--- src/rtl/riscv_id_ex_if.sv ---
// Signal bundle between decode, execute and the forwarding sources of the ID/EX register.
// The master drives the decode/forwarding inputs; the slave (the pipeline register) drives EX outputs.
interface riscv_id_ex_if #(
  parameter int XLEN = 32,
  parameter int OPW  = 4
);
  logic            i_id_valid;
  logic            i_id_re1;
  logic            i_id_re2;
  logic [4:0]      i_id_rs1;
  logic [4:0]      i_id_rs2;
  logic [4:0]      i_id_rd;
  logic            i_id_we;
  logic            i_id_is_load;
  logic [XLEN-1:0] i_id_imm;
  logic [XLEN-1:0] i_id_pc;
  logic [OPW-1:0]  i_id_alu_op;
  logic            i_flush;
  logic [XLEN-1:0] i_rf_rdata1;
  logic [XLEN-1:0] i_rf_rdata2;
  logic            i_mem_we;
  logic [4:0]      i_mem_rd;
  logic [XLEN-1:0] i_mem_wdata;
  logic            i_wb_we;
  logic [4:0]      i_wb_rd;
  logic [XLEN-1:0] i_wb_wdata;
  logic            o_stall;
  logic            o_ex_valid;
  logic            o_ex_we;
  logic            o_ex_is_load;
  logic [4:0]      o_ex_rd;
  logic [XLEN-1:0] o_ex_imm;
  logic [XLEN-1:0] o_ex_pc;
  logic [OPW-1:0]  o_ex_alu_op;
  logic [XLEN-1:0] o_ex_op1;
  logic [XLEN-1:0] o_ex_op2;

  modport master (
    output i_id_valid, i_id_re1, i_id_re2, i_id_rs1, i_id_rs2, i_id_rd, i_id_we,
           i_id_is_load, i_id_imm, i_id_pc, i_id_alu_op, i_flush,
           i_rf_rdata1, i_rf_rdata2, i_mem_we, i_mem_rd, i_mem_wdata,
           i_wb_we, i_wb_rd, i_wb_wdata,
    input  o_stall, o_ex_valid, o_ex_we, o_ex_is_load, o_ex_rd, o_ex_imm,
           o_ex_pc, o_ex_alu_op, o_ex_op1, o_ex_op2
  );

  modport slave (
    input  i_id_valid, i_id_re1, i_id_re2, i_id_rs1, i_id_rs2, i_id_rd, i_id_we,
           i_id_is_load, i_id_imm, i_id_pc, i_id_alu_op, i_flush,
           i_rf_rdata1, i_rf_rdata2, i_mem_we, i_mem_rd, i_mem_wdata,
           i_wb_we, i_wb_rd, i_wb_wdata,
    output o_stall, o_ex_valid, o_ex_we, o_ex_is_load, o_ex_rd, o_ex_imm,
           o_ex_pc, o_ex_alu_op, o_ex_op1, o_ex_op2
  );
endinterface

--- src/rtl/riscv_id_ex.sv ---
// ID/EX pipeline register: captures decoded fields, detects load-use hazards and
// resolves EX operands from MEM, WB, a latched previous WB write, or register-file data.
module riscv_id_ex #(
  parameter int XLEN = 32,
  parameter int OPW  = 4
) (
  input  logic             clk,
  input  logic             rst,
  riscv_id_ex_if.slave     bus
);

  logic            r_valid;
  logic            r_we;
  logic            r_is_load;
  logic [4:0]      r_rd;
  logic [XLEN-1:0] r_imm;
  logic [XLEN-1:0] r_pc;
  logic [OPW-1:0]  r_alu_op;
  logic            r_re1;
  logic            r_re2;
  logic [4:0]      r_rs1;
  logic [4:0]      r_rs2;
  logic            r_late_we;
  logic [4:0]      r_late_rd;
  logic [XLEN-1:0] r_late_data;

  logic                 w_stall_raw;
  logic                 w_bubble;
  logic [1:0]           w_re;
  logic [1:0][4:0]      w_rs;
  logic [1:0][XLEN-1:0] w_rf;

  assign w_stall_raw = r_valid & r_is_load & r_we & (r_rd != 5'd0) & bus.i_id_valid &
                       ((bus.i_id_re1 & (bus.i_id_rs1 == r_rd)) |
                        (bus.i_id_re2 & (bus.i_id_rs2 == r_rd)));
  // A flush squashes the consumer, so there is nothing left to hold upstream.
  assign bus.o_stall = w_stall_raw & ~bus.i_flush;
  assign w_bubble    = bus.i_flush | w_stall_raw;

  always_ff @(posedge clk or posedge rst) begin
    if (rst) begin
      r_valid     <= 1'b0;
      r_we        <= 1'b0;
      r_is_load   <= 1'b0;
      r_rd        <= '0;
      r_imm       <= '0;
      r_pc        <= '0;
      r_alu_op    <= '0;
      r_re1       <= 1'b0;
      r_re2       <= 1'b0;
      r_rs1       <= '0;
      r_rs2       <= '0;
      r_late_we   <= 1'b0;
      r_late_rd   <= '0;
      r_late_data <= '0;
    end else begin
      // Covers a WB write landing in the same cycle the register file was read.
      r_late_we   <= bus.i_wb_we;
      r_late_rd   <= bus.i_wb_rd;
      r_late_data <= bus.i_wb_wdata;
      if (w_bubble) begin
        r_valid   <= 1'b0;
        r_we      <= 1'b0;
        r_is_load <= 1'b0;
        r_re1     <= 1'b0;
        r_re2     <= 1'b0;
      end else begin
        r_valid   <= bus.i_id_valid;
        r_we      <= bus.i_id_we & bus.i_id_valid;
        r_is_load <= bus.i_id_is_load & bus.i_id_valid;
        r_rd      <= bus.i_id_rd;
        r_imm     <= bus.i_id_imm;
        r_pc      <= bus.i_id_pc;
        r_alu_op  <= bus.i_id_alu_op;
        r_re1     <= bus.i_id_re1;
        r_re2     <= bus.i_id_re2;
        r_rs1     <= bus.i_id_rs1;
        r_rs2     <= bus.i_id_rs2;
      end
    end
  end

  assign w_re = {r_re2, r_re1};
  assign w_rs = {r_rs2, r_rs1};
  assign w_rf = {bus.i_rf_rdata2, bus.i_rf_rdata1};

  genvar gi;
  generate
    for (gi = 0; gi < 2; gi++) begin : g_opnd
      logic [XLEN-1:0] w_op;
      always_comb begin
        w_op = bus.i_rf_rdata1 & '0;
        if (!w_re[gi] || (w_rs[gi] == 5'd0)) begin
          w_op = '0;
        end else if (bus.i_mem_we && (bus.i_mem_rd == w_rs[gi])) begin
          w_op = bus.i_mem_wdata;
        end else if (bus.i_wb_we && (bus.i_wb_rd == w_rs[gi])) begin
          w_op = bus.i_wb_wdata;
        end else if (r_late_we && (r_late_rd == w_rs[gi])) begin
          w_op = r_late_data;
        end else begin
          w_op = w_rf[gi];
        end
      end
    end
  endgenerate

  assign bus.o_ex_valid   = r_valid;
  assign bus.o_ex_we      = r_we;
  assign bus.o_ex_is_load = r_is_load;
  assign bus.o_ex_rd      = r_rd;
  assign bus.o_ex_imm     = r_imm;
  assign bus.o_ex_pc      = r_pc;
  assign bus.o_ex_alu_op  = r_alu_op;
  assign bus.o_ex_op1     = g_opnd[0].w_op;
  assign bus.o_ex_op2     = g_opnd[1].w_op;

endmodule
--- src/flat_wrapper.sv ---
// flat-port wrapper written by rule: the top's interface ports become plain ports
module riscv_id_ex_flat 
#(
  parameter int XLEN = 32,
  parameter int OPW  = 4
)
  (clk, rst, bus_i_id_valid, bus_i_id_re1, bus_i_id_re2, bus_i_id_rs1, bus_i_id_rs2, bus_i_id_rd, bus_i_id_we, bus_i_id_is_load, bus_i_id_imm, bus_i_id_pc, bus_i_id_alu_op, bus_i_flush, bus_i_rf_rdata1, bus_i_rf_rdata2, bus_i_mem_we, bus_i_mem_rd, bus_i_mem_wdata, bus_i_wb_we, bus_i_wb_rd, bus_i_wb_wdata, bus_o_stall, bus_o_ex_valid, bus_o_ex_we, bus_o_ex_is_load, bus_o_ex_rd, bus_o_ex_imm, bus_o_ex_pc, bus_o_ex_alu_op, bus_o_ex_op1, bus_o_ex_op2);
  riscv_id_ex_if #(.XLEN(XLEN), .OPW(OPW)) bus_i ();
  input  logic clk;
  input  logic rst;
  input wire logic [$bits(bus_i.i_id_valid)-1:0] bus_i_id_valid;
  input wire logic [$bits(bus_i.i_id_re1)-1:0] bus_i_id_re1;
  input wire logic [$bits(bus_i.i_id_re2)-1:0] bus_i_id_re2;
  input wire logic [$bits(bus_i.i_id_rs1)-1:0] bus_i_id_rs1;
  input wire logic [$bits(bus_i.i_id_rs2)-1:0] bus_i_id_rs2;
  input wire logic [$bits(bus_i.i_id_rd)-1:0] bus_i_id_rd;
  input wire logic [$bits(bus_i.i_id_we)-1:0] bus_i_id_we;
  input wire logic [$bits(bus_i.i_id_is_load)-1:0] bus_i_id_is_load;
  input wire logic [$bits(bus_i.i_id_imm)-1:0] bus_i_id_imm;
  input wire logic [$bits(bus_i.i_id_pc)-1:0] bus_i_id_pc;
  input wire logic [$bits(bus_i.i_id_alu_op)-1:0] bus_i_id_alu_op;
  input wire logic [$bits(bus_i.i_flush)-1:0] bus_i_flush;
  input wire logic [$bits(bus_i.i_rf_rdata1)-1:0] bus_i_rf_rdata1;
  input wire logic [$bits(bus_i.i_rf_rdata2)-1:0] bus_i_rf_rdata2;
  input wire logic [$bits(bus_i.i_mem_we)-1:0] bus_i_mem_we;
  input wire logic [$bits(bus_i.i_mem_rd)-1:0] bus_i_mem_rd;
  input wire logic [$bits(bus_i.i_mem_wdata)-1:0] bus_i_mem_wdata;
  input wire logic [$bits(bus_i.i_wb_we)-1:0] bus_i_wb_we;
  input wire logic [$bits(bus_i.i_wb_rd)-1:0] bus_i_wb_rd;
  input wire logic [$bits(bus_i.i_wb_wdata)-1:0] bus_i_wb_wdata;
  output wire logic [$bits(bus_i.o_stall)-1:0] bus_o_stall;
  output wire logic [$bits(bus_i.o_ex_valid)-1:0] bus_o_ex_valid;
  output wire logic [$bits(bus_i.o_ex_we)-1:0] bus_o_ex_we;
  output wire logic [$bits(bus_i.o_ex_is_load)-1:0] bus_o_ex_is_load;
  output wire logic [$bits(bus_i.o_ex_rd)-1:0] bus_o_ex_rd;
  output wire logic [$bits(bus_i.o_ex_imm)-1:0] bus_o_ex_imm;
  output wire logic [$bits(bus_i.o_ex_pc)-1:0] bus_o_ex_pc;
  output wire logic [$bits(bus_i.o_ex_alu_op)-1:0] bus_o_ex_alu_op;
  output wire logic [$bits(bus_i.o_ex_op1)-1:0] bus_o_ex_op1;
  output wire logic [$bits(bus_i.o_ex_op2)-1:0] bus_o_ex_op2;
  assign bus_i.i_id_valid = bus_i_id_valid;
  assign bus_i.i_id_re1 = bus_i_id_re1;
  assign bus_i.i_id_re2 = bus_i_id_re2;
  assign bus_i.i_id_rs1 = bus_i_id_rs1;
  assign bus_i.i_id_rs2 = bus_i_id_rs2;
  assign bus_i.i_id_rd = bus_i_id_rd;
  assign bus_i.i_id_we = bus_i_id_we;
  assign bus_i.i_id_is_load = bus_i_id_is_load;
  assign bus_i.i_id_imm = bus_i_id_imm;
  assign bus_i.i_id_pc = bus_i_id_pc;
  assign bus_i.i_id_alu_op = bus_i_id_alu_op;
  assign bus_i.i_flush = bus_i_flush;
  assign bus_i.i_rf_rdata1 = bus_i_rf_rdata1;
  assign bus_i.i_rf_rdata2 = bus_i_rf_rdata2;
  assign bus_i.i_mem_we = bus_i_mem_we;
  assign bus_i.i_mem_rd = bus_i_mem_rd;
  assign bus_i.i_mem_wdata = bus_i_mem_wdata;
  assign bus_i.i_wb_we = bus_i_wb_we;
  assign bus_i.i_wb_rd = bus_i_wb_rd;
  assign bus_i.i_wb_wdata = bus_i_wb_wdata;
  assign bus_o_stall = bus_i.o_stall;
  assign bus_o_ex_valid = bus_i.o_ex_valid;
  assign bus_o_ex_we = bus_i.o_ex_we;
  assign bus_o_ex_is_load = bus_i.o_ex_is_load;
  assign bus_o_ex_rd = bus_i.o_ex_rd;
  assign bus_o_ex_imm = bus_i.o_ex_imm;
  assign bus_o_ex_pc = bus_i.o_ex_pc;
  assign bus_o_ex_alu_op = bus_i.o_ex_alu_op;
  assign bus_o_ex_op1 = bus_i.o_ex_op1;
  assign bus_o_ex_op2 = bus_i.o_ex_op2;
  riscv_id_ex #(.XLEN(XLEN), .OPW(OPW)) u_core (.clk(clk), .rst(rst), .bus(bus_i));
endmodule
--- config.mk ---
export PLATFORM = sky130hd
export DESIGN_NAME = riscv_id_ex_flat
export DESIGN_NICKNAME = d
export VERILOG_FILES = /design/src/rtl/riscv_id_ex_if.sv /design/src/rtl/riscv_id_ex.sv /design/src/flat_wrapper.sv
export SDC_FILE = /design/constraint.sdc
export NUM_CORES = 1
export LEC_CHECK = 0
export CAP_MARGIN = 20
export CORE_AREA = 3 3 143 145
export CTS_BUF_LIST = sky130_fd_sc_hd__clkbuf_4 sky130_fd_sc_hd__clkbuf_8
export DETAILED_ROUTE_END_ITERATION = 10
export DIE_AREA = 0 0 146 148
export GPL_TIMING_DRIVEN = 0
export PLACE_DENSITY_LB_ADDON = 0.12
export SLEW_MARGIN = 10
export SYNTH_ARGS = -nofsm -noshare
export SYNTH_HDL_FRONTEND = slang
export SYNTH_SLANG_ARGS = --single-unit
--- constraint.sdc ---
create_clock -name clk -period 4.8 [get_ports clk]
set_clock_uncertainty 0.05 [all_clocks]
set_input_delay 0.96 -clock clk [delete_from_list [all_inputs] [get_ports clk]]
set_output_delay 0.96 -clock clk [all_outputs]
set_load 0.005 [all_outputs]
==> results of run 1 <==
[critical path, stage by stage]
cell and delay (ns):
clkdlybuf4s50_1 0.48, xor2_1 0.18, nor4_1 0.28, and3_1 0.18
buf_2 0.23, clkbuf_1 0.48, nand2b_1 0.12, a32o_1 0.28
clkdlybuf4s50_1 0.47
[cell type report]
type | count | area share
antenna | 1 | 0.000221
clock inverter | 14 | 0.0130
timing repair buffer | 372 | 0.331
inverter | 2 | 0.00111
clock buffer | 18 | 0.0219
sequential | 126 | 0.279
buffer | 52 | 0.0233
multi-input combinational | 391 | 0.301
tap | 265 | 0.0293
[routing by layer]
metal	routed length (µm)	vias up
li1	-	2992
met1	10200	3146
met2	12700	290
met3	2790	36
met4	436	6
met5	35	-
[layout by cell type (no fill, tap or decap), types with 4 or more instances in the layout]
| cell | synthesis | layout |
|---|---|---|
| a32o_1 | 64 | 64 |
| nand2_1 | 7 | 7 |
| a221o_1 | 64 | 64 |
| clkdlybuf4s50_1 | 0 | 371 |
| xnor2_1 | 24 | 24 |
| nor2_1 | 6 | 5 |
| buf_6 | 4 | 4 |
| clkbuf_1 | 30 | 17 |
| dfrtp_1 | 126 | 126 |
| mux2_2 | 83 | 83 |
| xor2_1 | 16 | 16 |
| and2_1 | 38 | 38 |
| clkbuf_2 | 0 | 15 |
| clkbuf_8 | 0 | 18 |
| inv_6 | 0 | 7 |
| nor4_1 | 4 | 4 |
| nand2b_1 | 65 | 65 |
| a21oi_1 | 5 | 5 |
| buf_2 | 15 | 15 |
[cell families (layout without fill, tap and decap cells)]
group	Yosys count	after routing
AOI/OAI and AO/OA	136	136
and+or+nand+nor	132	132
DFF	126	126
muxes	83	83
buffers and inverters	54	458
xor gates and xnor gates	40	40
other	0	1
[repair_timing]
item / in CTS / in global routing
endpoints found under the setup margin: 3 / 60
resized for setup: 2 / 25
setup buffers: 0 / 0
gates cloned: 0 / 0
[power by group]
part           switching (mW)  total, mW  internal (mW)  leakage (nW)
Clock                   0.495      0.939          0.444         0.201
Sequential             0.0590       1.21           1.15          1.48
Combinational           0.253      0.747          0.495          2.62
[registers in the layout, summed over array words and instances (netlist names)]
name and flops:
u_core.r_re2 1, u_core.bus.o_ex_valid 1, u_core.bus.o_ex_rd 5, u_core.r_late_we 1
u_core.r_rs2 5, u_core.bus.o_ex_we 1, u_core.bus.o_ex_pc 32, u_core.bus.o_ex_is_load 1
u_core.bus.o_ex_alu_op 4, u_core.bus.o_ex_imm 32, u_core.r_rs1 5, u_core.r_late_data 32
u_core.r_late_rd 5, u_core.r_re1 1
[how the worst max path moves through the flow]
| stage | startpoint | endpoint | slack, ns | depth (start not counted) |
|---|---|---|---|---|
| floorplan | rst | u_core.bus.o_ex_alu_op[0] | 0.43 | 1 |
| global placement | rst | u_core.r_late_data[3] | -1.79 | 2 |
| detailed placement | bus_i_wb_rd[3] | bus_o_ex_op1[0] | 0.03 | 9 |
| CTS | bus_i_wb_rd[3] | bus_o_ex_op1[9] | 0.02 | 9 |
| global route | bus_i_wb_rd[3] | bus_o_ex_op1[0] | 0.003 | 9 |
| finish | bus_i_wb_rd[0] | bus_o_ex_op2[18] | 0.13 | 9 |
==> metrics.csv, run 1 <==
metric,value,unit
grt_pass1_wl,39.8,mm
clock_latency,0.45,ns
initial_core_util,0.352,
synth_cell_type_count,25,
die_w,146,µm
layout.area.seq,3150,µm²
multi_input_area,3400,µm²
dieArea,21600,µm²
min_to,u_core.bus.o_ex_pc[2],
end_kind,output pin,
syn_area,6800,µm²
leakage,4.30,nW
synth_simple_gate_area_share,0.116,
yosys.area.top_type_share,0.463,
die_y,148,µm
r2r_start,u_core.bus.o_ex_rd[2],
track_usage,0.237,
fin_crit,4.67,ns
portBuffers,371,
grt_max_degree,78,
post_drt_wl_per_cell,21.1,µm
via_per_inst,5.21,
ys_ff_latch,126,
avgSynthCellArea,11.9,µm²
row_count,51,
drt_wl_total,26.2,mm
async_flop_share,1.00,
tritoncts,built,
dr_total_vias,6470,
fin_crit_sh,0.972,
whs,0.460,ns
whs_path_depth,1,
cts_hold_buf,0,
gp_congestion,0.836,
io_pins,372,
drive_above_1_share,0.156,
hp-class,reg2reg,
place_area,10900,µm²
maxCapViolCount,0,
dr.pass1.iters,5,
gr-max-usage-layer,met2,
tns,0,ns
core_area,19300,µm²
grtUsageMet2,0.399,
clockBufferDepth,2,
ant_nets,0,
rr_worst_depth,7,
seq_area_frac_synth,0.463,
synthXorXnorAreaFrac,0.0515,
setup_viol,0,
grt_setup_unrepaired,no,
syn-num-nets,802,
hold_violations,0,
reg2reg_to,u_core.bus.o_ex_pc[11],
path_class,in2out,
worst_pin_slew,0.752,ns
clk_pin_slew,0.08,ns
status,"finished, final reports clean",
totalPowerFinal,2.89,mW
htreeDepth,4,
cts_root_buffer,clkbuf_8,
cp.arrival,3.66,ns
n_fill_cell,1659,
placed_cells_incl_taps,1208,
synth_top_family_by_area,compound AO/OA/AOI/OAI gates,
cts_inserted_buffers,17,
hpwl,19.8,mm
startpoint_type,primary input,
yosys_warnings,0,
use_met1,0.281,
nNetsFinal,1193,
ys_top_cells_by_area,"dfrtp_1, mux2_2, a221o_1",
synth_compound_area_frac,0.194,
drc,0,
fmax,214,MHz
muxShareOfSynthArea,0.137,
setup_slack,0.133,ns
powerDensity,256,nW/µm²
min-delay-start,u_core.bus.o_ex_pc[2],
drt_iter0_markers,268,
yosys.area.top_type,dfrtp_1,
dpl_worst_slack,0.0273,ns
critPathMaxFanout,10,
cts_sinks,126,
met3_usage,0.101,
final_max_slew_viol_count,0,
reg2reg_slack,2.48,ns
area_growth,66.1,%
final_cell_count_no_fill,1241,
max_slew_margin,0.498,
synth_edf_count,0,
antenna_found_initial,3,
synth_fa_ha_area_frac,0,
worstPathRequired,3.79,ns
fin_area,11300,µm²
syn_inst,571,
grt-ovfl-total,0,
ir_worst_vdd,187,µV
synth.most_common_cell,dfrtp_1,
ys_top_cells_by_count,"dfrtp_1, mux2_2, nand2b_1",
ys.flop_type,dfrtp_1,
fin_util,0.584,
grt_pass1_vias,6866,
Note: power is estimated with default switching activity, not from simulation.
==> inputs of run 2 (changes only) <==
==> constraint.sdc (replaced) <==
create_clock -name clk -period 4.8 [get_ports clk]
set_clock_uncertainty 0.05 [all_clocks]
set_input_delay 0.96 -clock clk [delete_from_list [all_inputs] [get_ports clk]]
set_output_delay 0.96 -clock clk [all_outputs]
set_load 0.1 [all_outputs]
==> metrics.csv, run 2 (synthesis results as in run 1) <==
metric,value,unit,change
final_common_cell,clkdlybuf4s50_1,,
via_per_inst,5.21,,about the same
io_pins,372,,unchanged
worstPathRequired,3.79,ns,about the same
min_to,u_core.bus.o_ex_alu_op[1],,
hp-class,reg2reg,,
max_slew_margin,0.306,,-0.193
drt_wl_total,26.1,mm,-0.24%
nNetsFinal,1193,,unchanged
post-cts-setup-buffers,0,,unchanged
path_cells,clkdlybuf4s50_1 > xor2_1 > nor4_1 > and3_1 > buf_2 > buf_1 > a221o_1 > a32o_1 > clkdlybuf4s15_2,,
track_usage,0.237,,about the same
mostFrequentLayoutCells,"clkdlybuf4s50_1, dfrtp_1, mux2_2",,
hold_violations,0,,unchanged
clk_pin_slew,0.08,ns,about the same
powerDensity,315,nW/µm²,+23%
slowest_stage,clkdlybuf4s15_2,,
startpoint_type,primary input,,
use_met1,0.281,,-0.000782
met3_usage,0.103,,+0.00153
row_count,51,,unchanged
grt_max_degree,78,,unchanged
clockBufferDepth,2,,unchanged
grt_pass1_wl,39.8,mm,about the same
fin_crit,4.69,ns,+0.0199 ns
status,"finished, final reports clean",,
initial_core_util,0.352,,unchanged
path_class,in2out,,
antenna_found_initial,3,,unchanged
cts_inserted_buffers,17,,unchanged
final_max_slew_viol_count,0,,unchanged
drc,0,,unchanged
gr-max-usage-layer,met2,,
die_w,146,µm,unchanged
ant_nets,0,,unchanged
maxCapViolCount,0,,unchanged
htreeDepth,4,,unchanged
n_fill_cell,1639,,-1.2%
area_growth,66.9,%,
end_kind,output pin,,
portBuffers,371,,unchanged
cp.arrival,3.68,ns,+0.02 ns
drive_above_1_share,0.221,,+0.0646
critPathMaxFanout,10,,unchanged
slowest_delay,0.56,ns,+0.08 ns
post_drt_wl_per_cell,21.0,µm,-0.24%
whs,0.460,ns,+0.0000490 ns
grt-ovfl-total,0,,unchanged
worst_pin_slew,1.04,ns,+0.286 ns
ir_worst_vdd,227,µV,+22%
cts_sinks,126,,unchanged
totalPowerFinal,3.57,mW,+23%
min-delay-start,u_core.bus.o_ex_alu_op[1],,
fin_crit_sh,0.977,,+0.00415
core_area,19300,µm²,unchanged
reg2reg_slack,2.48,ns,about the same
reg2reg_to,u_core.bus.o_ex_pc[11],,
grt_pass1_vias,6851,,-0.22%
drt_iter0_markers,282,,+5.2%
cts_root_buffer,clkbuf_8,,
rr_worst_depth,7,,unchanged
tritoncts,built,,
setup_viol,0,,unchanged
r2r_start,u_core.bus.o_ex_rd[2],,
hpwl,19.8,mm,unchanged
grt_setup_unrepaired,yes,,
dr.pass1.iters,5,,unchanged
whs_path_depth,1,,unchanged
fmax,213,MHz,-0.43%
die_y,148,µm,unchanged
clock_latency,0.45,ns,about the same
dr_total_vias,6469,,-0.015%
leakage,4.33,nW,+0.83%
dieArea,21600,µm²,unchanged
grtUsageMet2,0.399,,+0.000465
gp_congestion,0.836,,unchanged
run 2: cell types whose count changed in the layout (fill, tap and decap cells not counted):
cell             delta
clkbuf_2            -1
clkdlybuf4s50_1    -64
nor2_2              -1
buf_2               +4
clkdlybuf4s15_2    +57
clkdlybuf4s18_2     +4
nor2_1              +1
run 2: report_power, final:
group / internal, mW / switching, mW / total, mW
registers: 1.15 / 0.0590 / 1.21
logic: 0.484 / 0.942 / 1.43
clock network: 0.444 / 0.496 / 0.940
run 2: stage by stage:
stage / area, µm² / worst slack [ns] / util / TNS [ns] / instances
5_1_grt: 11400 / -0.0159 / 0.587 / -0.0330 / 1240
4_1_cts: 11400 / 0.00351 / 0.587 / 0 / 1240
3_3_place_gp: 10800 / -1.79 / 0.561 / -256.68 / 1207
6_report: 11400 / 0.113 / 0.587 / 0 / 1241
3_5_place_dp: 10900 / -0.605 / 0.563 / -32.92 / 1208
2_1_floorplan: 6800 / 0.434 / - / 0 / 571
run 2: worst max-delay path: cells and delay by family:
kind            cells  cell delay [ns]
compound gates      2             0.40
buf+inv             4             1.68
simple gates        2             0.46
xor+xnor            1             0.18
run 2: metal layers:
metal  wire, µm  vias to the layer above
met1      10000                     3113
met5         35                        -
li1           -                     2990
met2      12700                      324
met4        421                        6
met3       2950                       36
run 2: worst max-delay path by stage:
| stage | startpoint | to | slack, ns | cells past startpoint |
|---|---|---|---|---|
| after floorplan | rst | u_core.bus.o_ex_alu_op[0] | 0.43 | 1 |
| after global placement | rst | u_core.r_late_data[3] | -1.79 | 2 |
| after detailed placement | bus_i_wb_rd[3] | bus_o_ex_op1[0] | -0.60 | 9 |
| after CTS | bus_i_wb_rd[3] | bus_o_ex_op1[22] | 0.004 | 9 |
| after global routing | bus_i_mem_rd[3] | bus_o_ex_op2[27] | -0.02 | 8 |
| final | bus_i_wb_rd[0] | bus_o_ex_op2[20] | 0.11 | 9 |
run 2: repair_timing:
action	4_1_cts	5_1_grt
endpoints found under the setup margin	64	54
hold buffers	0	0
gates resized for setup	201	26
run 2: final cells by class:
type,instances,area [µm²],share of cell area
diodes,1,2.50,0.000220
plain buffers,52,263,0.0231
inverters,2,12.5,0.00110
clock inverters,14,146,0.0129
repair buffers,372,3800,0.334
well taps,265,332,0.0292
multi-input cells,391,3400,0.299
flip-flops and latches,126,3150,0.278
clock buffers,18,248,0.0218
==> inputs of run 3 (changes only) <==
Settings changed: CTS_CLUSTER_SIZE from default to 10, RECOVER_POWER from default to 50.
==> metrics.csv, run 3 (synthesis results as in run 1) <==
metric,value,unit,change
clock_latency,0.45,ns,about the same
whs,0.460,ns,+0.00000600 ns
post_drt_wl_per_cell,21.0,µm,-0.15%
cts_sinks,126,,unchanged
htreeDepth,4,,unchanged
maxCapViolCount,1,,+1
status,"complete, but fails checks",,
clock_power_share,0.264,,about the same
power_frac_comb,0.398,,about the same
area_growth,66.8,%,about the same
dr_total_vias,6440,,-0.45%
drc,0,,unchanged
final_common_cell,clkdlybuf4s50_1,,
grt_pass1_wl,39.8,mm,unchanged
grt_max_degree,78,,unchanged
startpoint_type,primary input,,
die_w,146,µm,unchanged
grt-ovfl-total,0,,unchanged
cp.arrival,3.67,ns,about the same
grt_setup_unrepaired,yes,,
clockBufferDepth,2,,unchanged
leakage,4.33,nW,about the same
worst_pin_slew,3.17,ns,+2.14 ns
path_class,in2out,,
die_y,148,µm,unchanged
tritoncts,built,,
tns,0,ns,unchanged
cts_root_buffer,clkbuf_8,,
antenna_found_initial,5,,+2
ir_worst_vdd,225,µV,-0.84%
fin_area,11400,µm²,about the same
dieArea,21600,µm²,unchanged
violations,"max-capacitance violations, max-slew violations",,
critPathMaxFanout,10,,unchanged
worstPathRequired,3.79,ns,about the same
portBuffers,371,,unchanged
fin_util,0.587,,about the same
hold_violations,0,,unchanged
fin_crit,4.68,ns,-0.00856 ns
drive_above_1_share,0.215,,-0.00513
row_count,51,,unchanged
powerDensity,314,nW/µm²,-0.14%
io_pins,372,,unchanged
switching_share,0.420,,+0.000795
core_area,19300,µm²,unchanged
final_max_slew_viol_count,77,,+77
p_seq_frac,0.339,,about the same
nNetsFinal,1193,,unchanged
gp_congestion,0.836,,unchanged
place_area,10900,µm²,unchanged
drt_wl_total,26.1,mm,about the same
ant_nets,0,,unchanged
end_kind,output pin,,
dr.pass1.iters,4,,-1
clk_pin_slew,0.08,ns,about the same
mostFrequentLayoutCells,"clkdlybuf4s50_1, dfrtp_1, mux2_2",,
totalPowerFinal,3.57,mW,-0.16%
hp-class,reg2reg,,
setup_viol,0,,unchanged
power.internal,2.07,mW,-0.30%
switchingPower,1.50,mW,about the same
cts_inserted_buffers,17,,unchanged
max_slew_margin,-1.12,,-1.42
fin_crit_sh,0.975,,-0.00178
grt_pass1_vias,6851,,unchanged
via_per_inst,5.18,,-0.69%
drt_iter0_markers,272,,-3.5%
track_usage,0.237,,unchanged
initial_core_util,0.352,,unchanged
fmax,214,MHz,+0.18%
hpwl,19.8,mm,unchanged
[run 3: final timing paths]
| path | from | endpoint | slack, ns | cells past startpoint |
|---|---|---|---|---|
| setup / recovery | bus_i_wb_rd[0] | bus_o_ex_op2[20] | 0.12 | 9 |
| hold / removal | u_core.bus.o_ex_pc[2] | u_core.bus.o_ex_pc[2] | 0.46 | 1 |
| setup reg to reg | u_core.bus.o_ex_rd[2] | u_core.bus.o_ex_pc[11] | 2.22 | 7 |
| hold reg to reg | u_core.bus.o_ex_pc[2] | u_core.bus.o_ex_pc[2] | 0.46 | 1 |
| max in group asynchronous | rst | u_core.r_late_data[1] | 0.83 | 2 |
| min in group asynchronous | rst | u_core.bus.o_ex_imm[24] | 2.07 | 2 |
[run 3: metrics by stage]
step,std cells,worst slack (ns)
floorplan,571,0.434
global placement,1207,-1.79
detailed placement,1208,-0.605
CTS,1240,0.00351
global route,1241,-0.0159
finish,1244,0.121
[run 3: cell type report]
class                           count  area [µm²]
Sequential cell                   126        3150
Fill cell                        1640        7980
Buffer                             52         258
Antenna cell                        4        10.0
Tap cell                          265         332
Multi-Input combinational cell    391        3400
Timing Repair Buffer              372        3800
Clock buffer                       18         248
Clock inverter                     14         146
Inverter                            2        7.51
[run 3: what timing repair did]
action / in CTS / in global routing
cloned: 0 / 0
resized for setup: 201 / 26
pin swaps: 0 / 0
endpoints found under the setup margin: 64 / 54
hold buffers: 0 / 0
buffers inserted: 0 / 0
[run 3: critical path, stage by stage]
cell             delay [ns]
clkdlybuf4s50_1        0.48
xor2_1                 0.18
nor4_1                 0.28
and3_1                 0.18
buf_2                  0.23
buf_1                  0.41
a221o_1                0.21
a32o_1                 0.18
clkdlybuf4s15_2        0.56
[run 3: metal layers]
metal  vias up  wire length, µm  global-route usage
met1      3093            10000               0.281
met4         8              425              0.0574
met2       306            12700               0.399
li1       2995                -                   -
met3        38             2910               0.103
met5         -               49                   0
[run 3: power groups by stage]
stage          Sequential [mW]  Clock [mW]  Combinational (mW)
6_report                  1.21       0.940                1.42
5_1_grt                   1.22        1.02                1.48
4_1_cts                   1.21       0.974                1.43
3_5_place_dp              1.23           0                1.44
3_3_place_gp              1.23           0                1.43
2_1_floorplan             1.68           0               0.503
